**src/rtl/fpu_issue_ctrl.sv**
```systemverilog
// Issue/sequencing controller between pipeline stage 3 and the shared multi-cycle FPU.
// Holds one op at a time, exports a pending-destination scoreboard and a one-cycle writeback.
module fpu_issue_ctrl #(
  parameter int unsigned TIMEOUT = 64,
  parameter int unsigned CNTW    = 7,
  parameter logic [15:0] NAN_VAL = 16'h7fc0
) (
  input  logic        clk_i,
  input  logic        rst_ni,
  input  logic        req_valid_i,
  output logic        req_ready_o,
  input  logic [2:0]  req_op_i,
  input  logic [3:0]  req_dest_i,
  input  logic        req_setz_i,
  input  logic [15:0] req_a_i,
  input  logic [15:0] req_b_i,
  input  logic        kill_i,
  output logic        fpu_start_o,
  output logic [2:0]  fpu_op_o,
  output logic [15:0] fpu_a_o,
  output logic [15:0] fpu_b_o,
  input  logic        fpu_done_i,
  input  logic [15:0] fpu_result_i,
  output logic        wb_valid_o,
  output logic [3:0]  wb_dest_o,
  output logic [15:0] wb_data_o,
  output logic        z_valid_o,
  output logic        z_value_o,
  output logic        pend_valid_o,
  output logic [3:0]  pend_dest_o,
  output logic        frz_o,
  output logic        err_o
);

  localparam int unsigned OPW  = 3;
  localparam int unsigned REGW = 4;
  localparam int unsigned DW   = 16;
  localparam logic [OPW-1:0]  LAST_LEGAL_OP = OPW'(5);
  localparam logic [CNTW-1:0] CNT_LAST      = CNTW'(TIMEOUT - 1);

  typedef enum logic [1:0] {S_IDLE, S_ISSUE, S_WAIT, S_WB} state_e;

  state_e            state_q, state_d;
  logic [CNTW-1:0]   cnt_q, cnt_d;
  logic [OPW-1:0]    op_q, op_d;
  logic [DW-1:0]     a_q, a_d, b_q, b_d;
  logic [REGW-1:0]   dest_q, dest_d;
  logic              setz_q, setz_d;
  logic              drop_q, drop_d;
  logic              start_q, start_d;
  logic              wbv_q, wbv_d;
  logic [REGW-1:0]   wb_dest_q, wb_dest_d;
  logic [DW-1:0]     wb_data_q, wb_data_d;
  logic              zv_q, zv_d;
  logic              zval_q, zval_d;
  logic              pend_q, pend_d;
  logic              err_q, err_d;

  logic              fin;
  logic              fin_bad;
  logic              drop_now;
  logic [DW-1:0]     fin_data;

  // Next-state and next-output logic
  always_comb begin
    state_d   = state_q;
    cnt_d     = cnt_q;
    op_d      = op_q;
    a_d       = a_q;
    b_d       = b_q;
    dest_d    = dest_q;
    setz_d    = setz_q;
    drop_d    = drop_q;
    start_d   = 1'b0;
    wbv_d     = 1'b0;
    wb_dest_d = wb_dest_q;
    wb_data_d = wb_data_q;
    zv_d      = 1'b0;
    zval_d    = zval_q;
    pend_d    = pend_q;
    err_d     = err_q;
    fin       = 1'b0;
    fin_bad   = 1'b0;
    fin_data  = NAN_VAL;
    drop_now  = drop_q | kill_i;

    unique case (state_q)
      S_IDLE: begin
        if (req_valid_i) begin
          op_d   = req_op_i;
          a_d    = req_a_i;
          b_d    = req_b_i;
          dest_d = req_dest_i;
          setz_d = req_setz_i;
          pend_d = 1'b1;
          drop_d = 1'b0;
          if (req_op_i <= LAST_LEGAL_OP) begin
            state_d = S_ISSUE;
            start_d = 1'b1;
          end else begin
            // Illegal op bypasses the FPU and writes back NaN directly
            state_d   = S_WB;
            wbv_d     = 1'b1;
            wb_dest_d = req_dest_i;
            wb_data_d = NAN_VAL;
            zval_d    = (NAN_VAL == '0);
            zv_d      = req_setz_i;
            err_d     = 1'b1;
          end
        end
      end
      S_ISSUE: begin
        cnt_d   = '0;
        drop_d  = drop_now;
        state_d = S_WAIT;
      end
      S_WAIT: begin
        drop_d = drop_now;
        if (fpu_done_i) begin
          fin      = 1'b1;
          fin_data = fpu_result_i;
        end else if (cnt_q == CNT_LAST) begin
          fin     = 1'b1;
          fin_bad = 1'b1;
        end else begin
          cnt_d = cnt_q + CNTW'(1);
        end
        if (fin) begin
          state_d   = S_WB;
          wbv_d     = ~drop_now;
          zv_d      = setz_q & ~drop_now;
          wb_dest_d = dest_q;
          wb_data_d = fin_data;
          zval_d    = (fin_data == '0);
          err_d     = err_q | (fin_bad & ~drop_now);
        end
      end
      S_WB: begin
        pend_d  = 1'b0;
        state_d = S_IDLE;
      end
      default: state_d = S_IDLE;
    endcase
  end

  always_ff @(posedge clk_i or negedge rst_ni) begin
    if (!rst_ni) begin
      state_q   <= S_IDLE;
      cnt_q     <= '0;
      op_q      <= '0;
      a_q       <= '0;
      b_q       <= '0;
      dest_q    <= '0;
      setz_q    <= 1'b0;
      drop_q    <= 1'b0;
      start_q   <= 1'b0;
      wbv_q     <= 1'b0;
      wb_dest_q <= '0;
      wb_data_q <= '0;
      zv_q      <= 1'b0;
      zval_q    <= 1'b0;
      pend_q    <= 1'b0;
      err_q     <= 1'b0;
    end else begin
      state_q   <= state_d;
      cnt_q     <= cnt_d;
      op_q      <= op_d;
      a_q       <= a_d;
      b_q       <= b_d;
      dest_q    <= dest_d;
      setz_q    <= setz_d;
      drop_q    <= drop_d;
      start_q   <= start_d;
      wbv_q     <= wbv_d;
      wb_dest_q <= wb_dest_d;
      wb_data_q <= wb_data_d;
      zv_q      <= zv_d;
      zval_q    <= zval_d;
      pend_q    <= pend_d;
      err_q     <= err_d;
    end
  end

  assign req_ready_o  = (state_q == S_IDLE);
  assign fpu_start_o  = start_q;
  assign fpu_op_o     = op_q;
  assign fpu_a_o      = a_q;
  assign fpu_b_o      = b_q;
  // A flush arriving during the writeback cycle itself still has to squash the strobe
  assign wb_valid_o   = wbv_q & ~kill_i;
  assign z_valid_o    = zv_q & ~kill_i;
  assign wb_dest_o    = wb_dest_q;
  assign wb_data_o    = wb_data_q;
  assign z_value_o    = zval_q;
  assign pend_valid_o = pend_q;
  assign pend_dest_o  = dest_q;
  assign frz_o        = pend_q;
  assign err_o        = err_q;

endmodule
```
**config.mk**
```make
export PLATFORM = sky130hd
export DESIGN_NAME = fpu_issue_ctrl
export DESIGN_NICKNAME = d
export VERILOG_FILES = /design/src/rtl/fpu_issue_ctrl.sv
export SDC_FILE = /design/constraint.sdc
export NUM_CORES = 1
export LEC_CHECK = 0
export BUFFER_PORTS_ARGS = -buffer_cell sky130_fd_sc_hd__buf_4
export CAP_MARGIN = 20
export CORE_MARGIN = 3
export CORE_UTILIZATION = 45
export DETAILED_ROUTE_END_ITERATION = 10
export PLACE_DENSITY_LB_ADDON = 0.2
export SYNTH_ARGS = -nofsm -noshare
export SYNTH_HDL_FRONTEND = slang
export SYNTH_SLANG_ARGS = --single-unit
```
**constraint.sdc**
```tcl
create_clock -name clk_i -period 3.4 [get_ports clk_i]
set_clock_uncertainty 0.05 [all_clocks]
set_input_delay 0.34 -clock clk_i [delete_from_list [all_inputs] [get_ports clk_i]]
set_output_delay 0.34 -clock clk_i [all_outputs]
set_load 0.02 [all_outputs]
```
Yosys cells after proc, flatten, opt, wreduce, memory -nomap -nowiden
Index checks and enable logic that the tools add are counted.
{"block": "classes", "reduce_logical": 13, "bitwise_logic": 8, "addsub": 1, "mux": 45, "n_eq_ne": 9, "magnitude_cmp": 1}
{"cell": "2-to-1 mux 16 bit", "count": 5}
{"cell": "case mux 16 bit (2 select lines)", "count": 1}
{"cell": "2-to-1 mux 1 bit", "count": 22}
{"cell": "zero test 16 bit", "count": 1}
{"cell": "2-to-1 mux 7 bit", "count": 2}
{"cell": "case mux 7 bit (2 select lines)", "count": 1}
{"cell": "2-to-1 mux 4 bit", "count": 3}
{"cell": "case mux 1 bit (2 select lines)", "count": 6}
{"cell": "inequality test 2 bit, second input constant", "count": 5}
{"cell": "case mux 2 bit (4 select lines)", "count": 1}
{"cell": "case mux 4 bit (2 select lines)", "count": 1}
{"cell": "AND reduction 2 bit", "count": 4}
{"cell": "nonzero test 2 bit", "count": 4}
{"cell": "adder 7 x 1 -> 7 bit, second input constant", "count": 1}
{"cell": "== test 7 x 6 -> 1 bit, second input constant", "count": 1}
{"cell": "2-to-1 mux 2 bit", "count": 3}
{"cell": "bitwise AND 1 bit", "count": 4}
{"cell": "== test 2 bit, second input constant", "count": 2}
{"cell": "AND reduction 4 bit", "count": 1}
{"cell": "<= comparator 3 bit, second input constant", "count": 1}
{"cell": "AND reduction 3 bit", "count": 1}
{"cell": "== test 2 x 1 -> 1 bit, second input constant", "count": 1}
{"cell": "zero test 2 bit", "count": 1}
{"cell": "inverter 1 bit", "count": 2}
{"cell": "2 further kinds", "count": 3}
{"block": "word_totals", "in_bits": 61, "output_inout_bits": 67, "word_cells": 93, "ff_bits": 76}

Longest topological paths before layout
Gate-level depths: netlist of the first run.
{"block": "logic_depth", "ltp_word": 8, "depth_mapped": 8, "mapped_depth_nobuf": 6}

Least setup slack after synthesis of the first run
Ideal clock, no wire load.
{"block": "synth_path", "path_type": "register to register", "startpoint": "register state_q[0]", "endpoint": "register wb_data_q[15] (netlist: wb_data_o[15])", "n_path_buf": 1, "stages_incl_launch_ff": 7, "t_arrival_ns": 1.835, "setup_ns": 0.128, "required_ns": 3.222, "path_slack_ns": 1.387, "period_less_slack_ns": 2.013, "path_cell_list": "dfrtp_1 inv_1 ha_1 nor2_1 a211oi_4 buf_6 mux2_1"}
{"block": "synth_via", "elab_chain_cells": 3, "elab_cells_between_ends": 8, "classes_between": "4 x eq/ne; 1 x mux; 3 x reduce/logical"}
{"element": "start: declaration", "line": "43", "rtl": "state_e state_q, state_d;"}
{"element": "start signal: assignment", "line": "165", "rtl": "state_q <= state_d;"}
{"element": "zero test 2 bit *"}
{"element": "via req_ready_o", "line": "11", "rtl": "output logic req_ready_o,"}
{"element": "inequality test 2 bit (no source line) / nonzero test 2 bit (equally long branches)"}
{"element": "AND reduction 4 bit (no source line)"}
{"element": "end signal: assignment", "line": "176", "rtl": "wb_data_q <= wb_data_d;"}
{"element": "end: declaration", "line": "53", "rtl": "logic [DW-1:0] wb_data_q, wb_data_d;"}
Mark *: on every way through the listed nets, which the timed path passes. The rest lies on a longest branch.
A chain may end at the register's enable or synchronous reset.

Worst setup path in the final report of the first run
{"block": "layout_path", "startpoint": "register cnt_q[0]", "endpoint": "register wb_data_q[11] (netlist: wb_data_o[11])"}
{"block": "layout_via", "elab_chain_cells": 6}
{"element": "start: declaration", "line": "44", "rtl": "logic [CNTW-1:0] cnt_q, cnt_d;"}
{"element": "start signal: assignment", "line": "166", "rtl": "cnt_q <= cnt_d;"}
{"element": "== test 7 x 6 -> 1 bit", "line": "122", "rtl": "end else if (cnt_q == CNT_LAST) begin"}
{"element": "2-to-1 mux 1 bit", "line": "122"}
{"element": "2-to-1 mux 1 bit", "line": "119", "rtl": "if (fpu_done_i) begin"}
{"element": "2-to-1 mux 1 bit", "line": "87", "rtl": "unique case (state_q)"}
{"element": "inequality test 2 bit (no source line)"}
{"element": "AND reduction 4 bit (no source line)"}
No other way between the ends. The select of a mux whose other input is x is not followed.

==> results.ini, run 1 <==
[finish]
finalNonFillerCells = 479
layout_common_cells = buf_4, dfrtp_1, mux2_2, nand2_1
multi_input_area_sq_mm = 0.00126
syn_to_final_growth_pct = 38.1
final_common_cell = buf_4
drive_gt1_share_pct = 53.8
insertedDiodeCount = 0
seq_area_sq_mm = 0.00190
layout.nets = 444
fillers = 570

[global_routing]
antenna_found_initial = 0
grtUsageTotal_pct = 17.9
grt_pass1_vias = 2558
grt_max_degree = 77
grt_pass1_wl_um = 11900
grt_overflow_total = 0

[power_and_ir_drop]
power.density_mw_per_mm2 = 945
p_sw_uw = 1600
ir_worst_vdd_v = 0.000577
combPwrFrac_pct = 48.1
clkPwrFrac_pct = 16.5
p_int_uw = 2660
p_seq_share_pct = 35.4
switching_share_pct = 37.5
power_leakage_uw = 0.00223

[clock_tree]
clockRootBuffer = clkbuf_8
numCtsBuffers = 9
tritoncts = done
clk_latency_ns = 0.35
postCtsSetupRepairBufs = 0
post_cts_resized = 0
cts.clk_slew.worst_paths_ns = 0.08
cts_hold_buf = 0
cts_sinks = 76
cts_buffer_depth = 2
htree_num_levels = 3

[yosys]
ys_ff_latch = 76
async_flop_share_pct = 100
netlist_instances = 248
synth-xor-area-share_pct = 0
synth_ff_type = dfrtp_1
synth_fa_ha_area_share_pct = 1.92
ys_warn_count = 0
synth_compound_area_share_pct = 4.64
yosys.area.top_type = dfrtp_1
avgSynthCellArea_sq_um = 13.1
synth_top_family_by_area = multiplexers
postSynthNetCount = 314
synth_edf_count = 0
synthesis.area_sq_mm = 0.00326
ys_seq_area_share_pct = 58.3
synthTopCellsByArea = dfrtp_1, mux2_2, mux2i_1, ha_1, nand2_1
yosysUniqueCellTypes = 35
synth-simple-area-share_pct = 8.60
synthMuxAreaShare_pct = 23.4
yosysTopAreaCellShare_pct = 58.3

[placement]
dp.cells = 463
place_ws_ns = 0.946
place.gp.congestion = 0.822
portBuffers = 127
place_hpwl_um = 5230

[detailed_routing]
drc = 0
first_pass_iters = 4
finalWirelength_um = 7080
viasPerCell = 4.90
ant_nets = 0
wl_per_cell_um = 14.8
first_iter_violations = 110
num_vias = 2345

[sta]
maxSlewHeadroom_pct = 34.1
setup_viol = 0
min_period_ns = 2.42
slew_violations = 0
worstMarginPinSlew_ns = 0.984
grt_setup_unrepaired = false
fin_crit_sh_pct = 71.2
finalSetupTns_ns = 0
whs_ns = 0.0647
fmax_ghz = 0.413
hold_viol = 0
finalWorstSetupSlack_ns = 0.980

[floorplan]
rows = 30
die_area_sq_mm = 0.00830
core-area_sq_mm = 0.00691
die_w_um = 91.1
die_y_um = 91.1
io-pin-count = 128
start_util_pct = 47.2

[setup_path]
ff2ff_path_depth = 6
path_class = reg -> reg
cp-end-kind = flip-flop
crit_required_ns = 3.62
arrival_ns = 2.64
cp_max_fo = 17
critPathLaunchType = flip-flop

[status]
outcome = finished clean

[hold_path]
hold_path_class = in -> async

[run]
maxCapViolCount = 0

-- power by group through the flow --
stage / registers, uW / logic [uW] / clock network (uW)
after floorplan: 1930 / 859 / 0
after global routing: 1570 / 2210 / 774
final: 1510 / 2050 / 701
after global placement: 1510 / 2040 / 0
after CTS: 1510 / 2080 / 728
after detailed placement: 1530 / 2080 / 0
-- state kept, by name (all words and copies together), names as in the netlist, 2 cells and up --
| name | count |
|---|---|
| fpu_a_o | 16 |
| wb_dest_o | 4 |
| cnt_q | 7 |
| fpu_op_o | 3 |
| wb_data_o | 16 |
| state_q | 2 |
| fpu_b_o | 16 |
| pend_dest_o | 4 |
-- cells in the mapped netlist (2+ instances only) --
| master | instances |
|---|---|
| dfrtp_1 | 76 |
| mux2_2 | 56 |
| nand2_1 | 14 |
| inv_1 | 12 |
| mux2i_1 | 12 |
| nor2_1 | 11 |
| nor2b_1 | 8 |
| and3_1 | 7 |
| o21ai_0 | 7 |
| clkbuf_1 | 6 |
| ha_1 | 5 |
| a21oi_1 | 3 |
| nand3_1 | 3 |
| nor3_1 | 3 |
| nor4_1 | 3 |
| buf_6 | 2 |
| nand4_1 | 2 |
-- layer usage --
layer / GRT usage (%) / routed length, um / vias to the layer above
li1: - / - / 1121
met3: 8.12 / 584 / 6
met2: 31.2 / 3690 / 73
met5: 0 / 0 / -
met4: 3.39 / 44 / 0
met1: 20.2 / 2750 / 1145
-- critical path, cell delays in order, from the launching register on --
cell,delay (ns)
dfrtp_1,0.40
ha_1,0.23
nand2_1,0.12
o31a_1,0.36
a211oi_4,0.69
buf_4,0.30
mux2i_1,0.19
-- per-stage QoR --
stage / util, % / total power (uW) / cell area [sq um]
floorplan: - / 2780 / 3260
global placement: 62.2 / 3550 / 4290
detailed placement: 62.2 / 3610 / 4290
CTS: 65.2 / 4330 / 4500
global route: 65.2 / 4550 / 4500
finish: 65.2 / 4260 / 4500
-- worst paths after layout --
check / start / to / slack [ns]
min reg2reg: err_o / err_o / 0.42
max reg2reg: cnt_q[0] / wb_data_o[11] / 0.98
max in group asynchronous: rst_ni / wb_data_o[3] / 2.59
max: cnt_q[0] / wb_data_o[11] / 0.98
min in group clk_i: req_op_i[1] / fpu_start_o / 0.16
min: rst_ni / wb_data_o[10] / 0.06
-- final cells by class --
class                           instances  share of cell area (%)
Multi-Input combinational cell        150                    27.9
Sequential cell                        76                    42.2
Tap cell                               96                    2.67
Inverter                               12                    1.00
Timing Repair Buffer                  129                    21.5
Clock inverter                          6                    1.61
Clock buffer                           10                    3.06
-- kinds of logic after synthesis --
logic type,Yosys count
adder cells (fa/ha/maj),5
buffers and inverters,22
flip-flops,76
AND/OR/NAND/NOR,55
AO/OA/AOI/OAI,21
multiplexers,69
Power figures use the tool's default switching activity.
==> inputs of run 2 (changes only) <==
==> constraint.sdc (replaced) <==
create_clock -name clk_i -period 2.39 [get_ports clk_i]
set_clock_uncertainty 0.05 [all_clocks]
set_input_delay 0.239 -clock clk_i [delete_from_list [all_inputs] [get_ports clk_i]]
set_output_delay 0.239 -clock clk_i [all_outputs]
set_load 0.02 [all_outputs]
==> run 2 against run 1 <==
  * The run now ends with negative hold slack left
  * Worst hold slack worse by 0.074 ns
  * Count of clock-buffer cells in the layout up 2
  * Sequential share of layout area down 0.44 points
  * Global-route usage down 0.24 points
  * Power grew 46%
  * Wire length is 0.66% higher
  * Die area stayed put
  * Fmax increased by 16%
  * Sequential cell count stayed put
  * Critical path type unchanged
  * Largest cell class unchanged
==> results.ini, run 2 (synthesized netlist as in run 1, its figures left out) <==
[power_and_ir_drop]
ir_worst_vdd_v = 0.000738
power_uw = 6200
power.density_mw_per_mm2 = 1360
power_leakage_uw = 0.00225

[setup_path]
path_depth = 6
worst-r2r-setup-slack_ns = 0.31
crit_path_top_delay_cell = dfrtp_1
cp_cell_sequence = ha_1 > nand2_1 > o31a_1 > a211oi_4 > buf_12 > mux2_2
cp_max_fo = 22
timing.rr.end = wb_data_o[2]
crit_required_ns = 2.56
arrival_ns = 2.25
path_buf_inv = 1
slowest_delay_ns = 0.40
critPathLaunchType = flip-flop
path_class = reg -> reg
cp-end-kind = flip-flop
ff2ff_path_depth = 6
rr_startpoint = cnt_q[0]
crit_family = compound AO/OA/AOI/OAI gates

[global_routing]
antenna_found_initial = 0
grtUsageTotal_pct = 17.6
grt_overflow_total = 0
grt_max_degree = 77
grt_pass1_vias = 2521
grt_pass1_wl_um = 11900

[sta]
finalSetupTns_ns = 0
hold_viol = 3
min_period_ns = 2.08
setup_viol = 0
grt_setup_unrepaired = false
slew_violations = 0
fin_crit_sh_pct = 87.2
worstMarginPinSlew_ns = 0.962
maxSlewHeadroom_pct = 35.9
fmax_ghz = 0.480
whs_ns = -0.00881

[finish]
syn_to_final_growth_pct = 39.6
layout_common_cells = buf_4, dfrtp_1, mux2_2, nand2_1
final_common_cell = buf_4
insertedDiodeCount = 0
layout.nets = 446
design_area_sq_mm = 0.00455
drive_gt1_share_pct = 53.5

[status]
outcome = finished, violations left
violations = negative hold slack

[floorplan]
die_w_um = 91.1
start_util_pct = 47.2
rows = 30
io-pin-count = 128
die_area_sq_mm = 0.00830
die_y_um = 91.1
core-area_sq_mm = 0.00691

[clock_tree]
cts_buffer_depth = 2
tritoncts = done
cts_sinks = 76
clockRootBuffer = clkbuf_8
post_cts_resized = 0
clk_latency_ns = 0.33
cts_hold_buf = 0
htree_num_levels = 3
numCtsBuffers = 9
postCtsSetupRepairBufs = 0
cts.clk_slew.worst_paths_ns = 0.08

[run]
maxCapViolCount = 0

[placement]
portBuffers = 127
place_hpwl_um = 5100
postPlaceCellArea_sq_mm = 0.00433
place.gp.congestion = 0.777

[hold_path]
hold_path_class = in -> async

[detailed_routing]
wl_per_cell_um = 14.8
drc = 0
num_vias = 2404
viasPerCell = 5.00
ant_nets = 0
first_iter_violations = 196
finalWirelength_um = 7130
first_pass_iters = 4

[run 2: final cells by class]
type / instances / area, sq um
fill: 580 / 2350
multi-input combinational: 150 / 1260
timing repair buffer: 131 / 1010
tap: 96 / 120
clock buffer: 12 / 145
sequential: 76 / 1900
clock inverter: 4 / 72.6
inverter: 12 / 45.0
[run 2: where the power goes]
group | total, uW | internal [uW] | switching [uW]
Combinational | 2980 | 1480 | 1500
Clock | 1080 | 617 | 462
Sequential | 2140 | 1840 | 304
Total | 6200 | 3930 | 2270
[run 2: stage by stage]
step | std cells | util (%) | setup slack, ns
4_1_cts | 481 | 65.9 | 0.294
3_5_place_dp | 465 | 62.8 | 0.299
2_1_floorplan | 248 | - | 0.377
6_report | 481 | 65.9 | 0.306
3_3_place_gp | 465 | 62.8 | 0.392
5_1_grt | 481 | 65.9 | 0.160
[run 2: how the worst max path moves through the flow]
stage / from / end / slack (ns)
after global routing: cnt_q[0] / wb_data_o[2] / 0.16
after detailed placement: cnt_q[0] / wb_data_o[2] / 0.30
after global placement: cnt_q[0] / wb_dest_o[3] / 0.39
after floorplan: state_q[0] / wb_data_o[15] / 0.38
after CTS: cnt_q[0] / wb_data_o[2] / 0.29
final: cnt_q[0] / wb_data_o[2] / 0.31
[run 2: per-layer routing]
| layer | GRT usage, % | part of all wire (%) | routed length, um |
|---|---|---|---|
| met4 | 5.65 | 1.3 | 90 |
| met5 | 0 | 0 | 0 |
| met2 | 29.4 | 51 | 3630 |
| met3 | 5.72 | 7.0 | 498 |
| met1 | 21.7 | 41 | 2910 |
==> inputs of run 3 (changes only) <==
==> constraint.sdc (replaced) <==
create_clock -name clk_i -period 2.65 [get_ports clk_i]
set_clock_uncertainty 0.05 [all_clocks]
set_input_delay 0.265 -clock clk_i [delete_from_list [all_inputs] [get_ports clk_i]]
set_output_delay 0.265 -clock clk_i [all_outputs]
set_load 0.02 [all_outputs]
==> run 3 against run 2 <==
  * The run now ends clean
  * First-iteration DRC count fell by 39%
  * Register-to-register slack improved by 0.09 ns
  * Worst setup slack improved by 0.092 ns
  * Cell area fell by 0.60%
  * Non-clock buffer count did not move
  * Die area did not move
  * Via count rose by 0.17%
  * Core utilization fell by 0.40 points
  * Power fell by 11%
  * Sequential power fell by 9%
  * Count of clock-buffer cells in the layout fell by 1
  * Critical path type unchanged
  * Critical endpoint is now wb_dest_o[2]
==> results.ini, run 3 (synthesized netlist as in run 1, its figures left out) <==
[detailed_routing]
viasPerCell = 5.01
first_iter_violations = 120
first_pass_iters = 4
ant_nets = 0
drc = 0
num_vias = 2408
wl_per_cell_um = 15.2
finalWirelength_um = 7330

[floorplan]
die_y_um = 91.1
core-area_sq_mm = 0.00691
io-pin-count = 128
rows = 30
die_w_um = 91.1
start_util_pct = 47.2
die_area_sq_mm = 0.00830

[sta]
hold_viol = 0
fmax_ghz = 0.444
slew_violations = 0
min_period_ns = 2.25
grt_setup_unrepaired = false
maxSlewHeadroom_pct = 38.4
finalSetupTns_ns = 0
fin_crit_sh_pct = 85.0
setup_viol = 0
worstMarginPinSlew_ns = 0.923

[finish]
seq_area_sq_mm = 0.00190
layout.nets = 446
final_common_cell = buf_4
layout_common_cells = buf_4, dfrtp_1, mux2_2, nand2_1
fillers = 567
multi_input_area_sq_mm = 0.00126
drive_gt1_share_pct = 53.8
syn_to_final_growth_pct = 38.8
insertedDiodeCount = 0

[power_and_ir_drop]
combPwrFrac_pct = 48.5
p_sw_uw = 2070
clkPwrFrac_pct = 16.2
p_seq_share_pct = 35.3
p_int_uw = 3420
power.density_mw_per_mm2 = 1210
power_uw = 5490
ir_worst_vdd_v = 0.000610
switching_share_pct = 37.7
power_leakage_uw = 0.00223

[global_routing]
grt_max_degree = 77
grt_pass1_wl_um = 12000
grt_pass1_vias = 2547
grtUsageTotal_pct = 18.1
grt_overflow_total = 0
antenna_found_initial = 0

[setup_path]
crit_required_ns = 2.82
slowest_delay_ns = 0.42
crit_path_top_delay_cell = dfrtp_1
arrival_ns = 2.43
cp_cell_sequence = ha_1 > nand2_1 > o31a_1 > a211oi_4 > buf_4 > mux2_2
timing.rr.end = wb_dest_o[2]
crit_family = compound AO/OA/AOI/OAI gates
worst-r2r-setup-slack_ns = 0.40
path_buf_inv = 1
cp_max_fo = 22
ff2ff_path_depth = 6
cp-end-kind = flip-flop
path_class = reg -> reg
critPathLaunchType = flip-flop
rr_startpoint = cnt_q[0]

[status]
outcome = finished clean

[placement]
portBuffers = 127
place.gp.congestion = 0.796
place_hpwl_um = 5390

[clock_tree]
cts_buffer_depth = 2
cts.clk_slew.worst_paths_ns = 0.08
cts_sinks = 76
htree_num_levels = 3
clk_latency_ns = 0.33
postCtsSetupRepairBufs = 0
tritoncts = done
numCtsBuffers = 9
clockRootBuffer = clkbuf_8
post_cts_resized = 0
cts_hold_buf = 0

[hold_path]
hold_path_class = in -> async

[run]
maxCapViolCount = 0

==> run 3: per-stage QoR <==
| step | instance area, sq um | std cells | hold WS (ns) | util [%] | setup WS (ns) |
|---|---|---|---|---|---|
| floorplan | 3260 | 248 | -0.0806 | - | 0.637 |
| global placement | 4320 | 465 | 0.392 | 62.6 | 0.552 |
| CTS | 4520 | 481 | 0.0474 | 65.5 | 0.407 |
| global route | 4520 | 481 | 0.0501 | 65.5 | 0.283 |
| finish | 4520 | 481 | 0.0124 | 65.5 | 0.397 |
| detailed placement | 4320 | 465 | 0.400 | 62.6 | 0.431 |
==> run 3: worst reg2reg max path, delay by kind of cell, from the launching register on <==
family | cells | cell delay [ns]
adder cells (fa/ha/maj) | 1 | 0.25
buffers and inverters | 1 | 0.34
AO/OA/AOI/OAI | 2 | 0.57
AND/OR/NAND/NOR | 1 | 0.12
flip-flops | 1 | 0.42
multiplexers | 1 | 0.40
==> run 3: power by group through the flow <==
stage | Clock, uW | Combinational [uW] | Sequential, uW
3_3_place_gp | 0 | 2650 | 1930
6_report | 890 | 2660 | 1940
3_5_place_dp | 0 | 2700 | 1960
5_1_grt | 973 | 2860 | 2000
4_1_cts | 911 | 2700 | 1940
2_1_floorplan | 0 | 1100 | 2470
==> run 3: per-layer routing <==
metal	track usage [%]	wire length [um]	up-vias
met4	7.16	118	0
met3	6.30	538	9
met5	0	0	-
met2	30.3	3790	71
met1	21.2	2880	1195
li1	-	-	1133
==> run 3: area by class of cell <==
class	count	share of cell area, %
sequential	76	42.0
multi-input combinational	150	27.8
timing repair buffer	131	22.0
clock buffer	11	3.13
tap	96	2.65
clock inverter	5	1.36
inverter	12	0.996
==> run 3: worst max path at each step <==
stage	start	end	slack, ns	cells after the start
floorplan	state_q[0]	wb_data_o[15]	0.64	6
global placement	cnt_q[0]	wb_dest_o[3]	0.55	6
detailed placement	cnt_q[0]	wb_dest_o[2]	0.43	6
CTS	cnt_q[0]	wb_dest_o[2]	0.41	6
global route	cnt_q[0]	wb_data_o[9]	0.28	6
finish	cnt_q[0]	wb_dest_o[2]	0.40	6
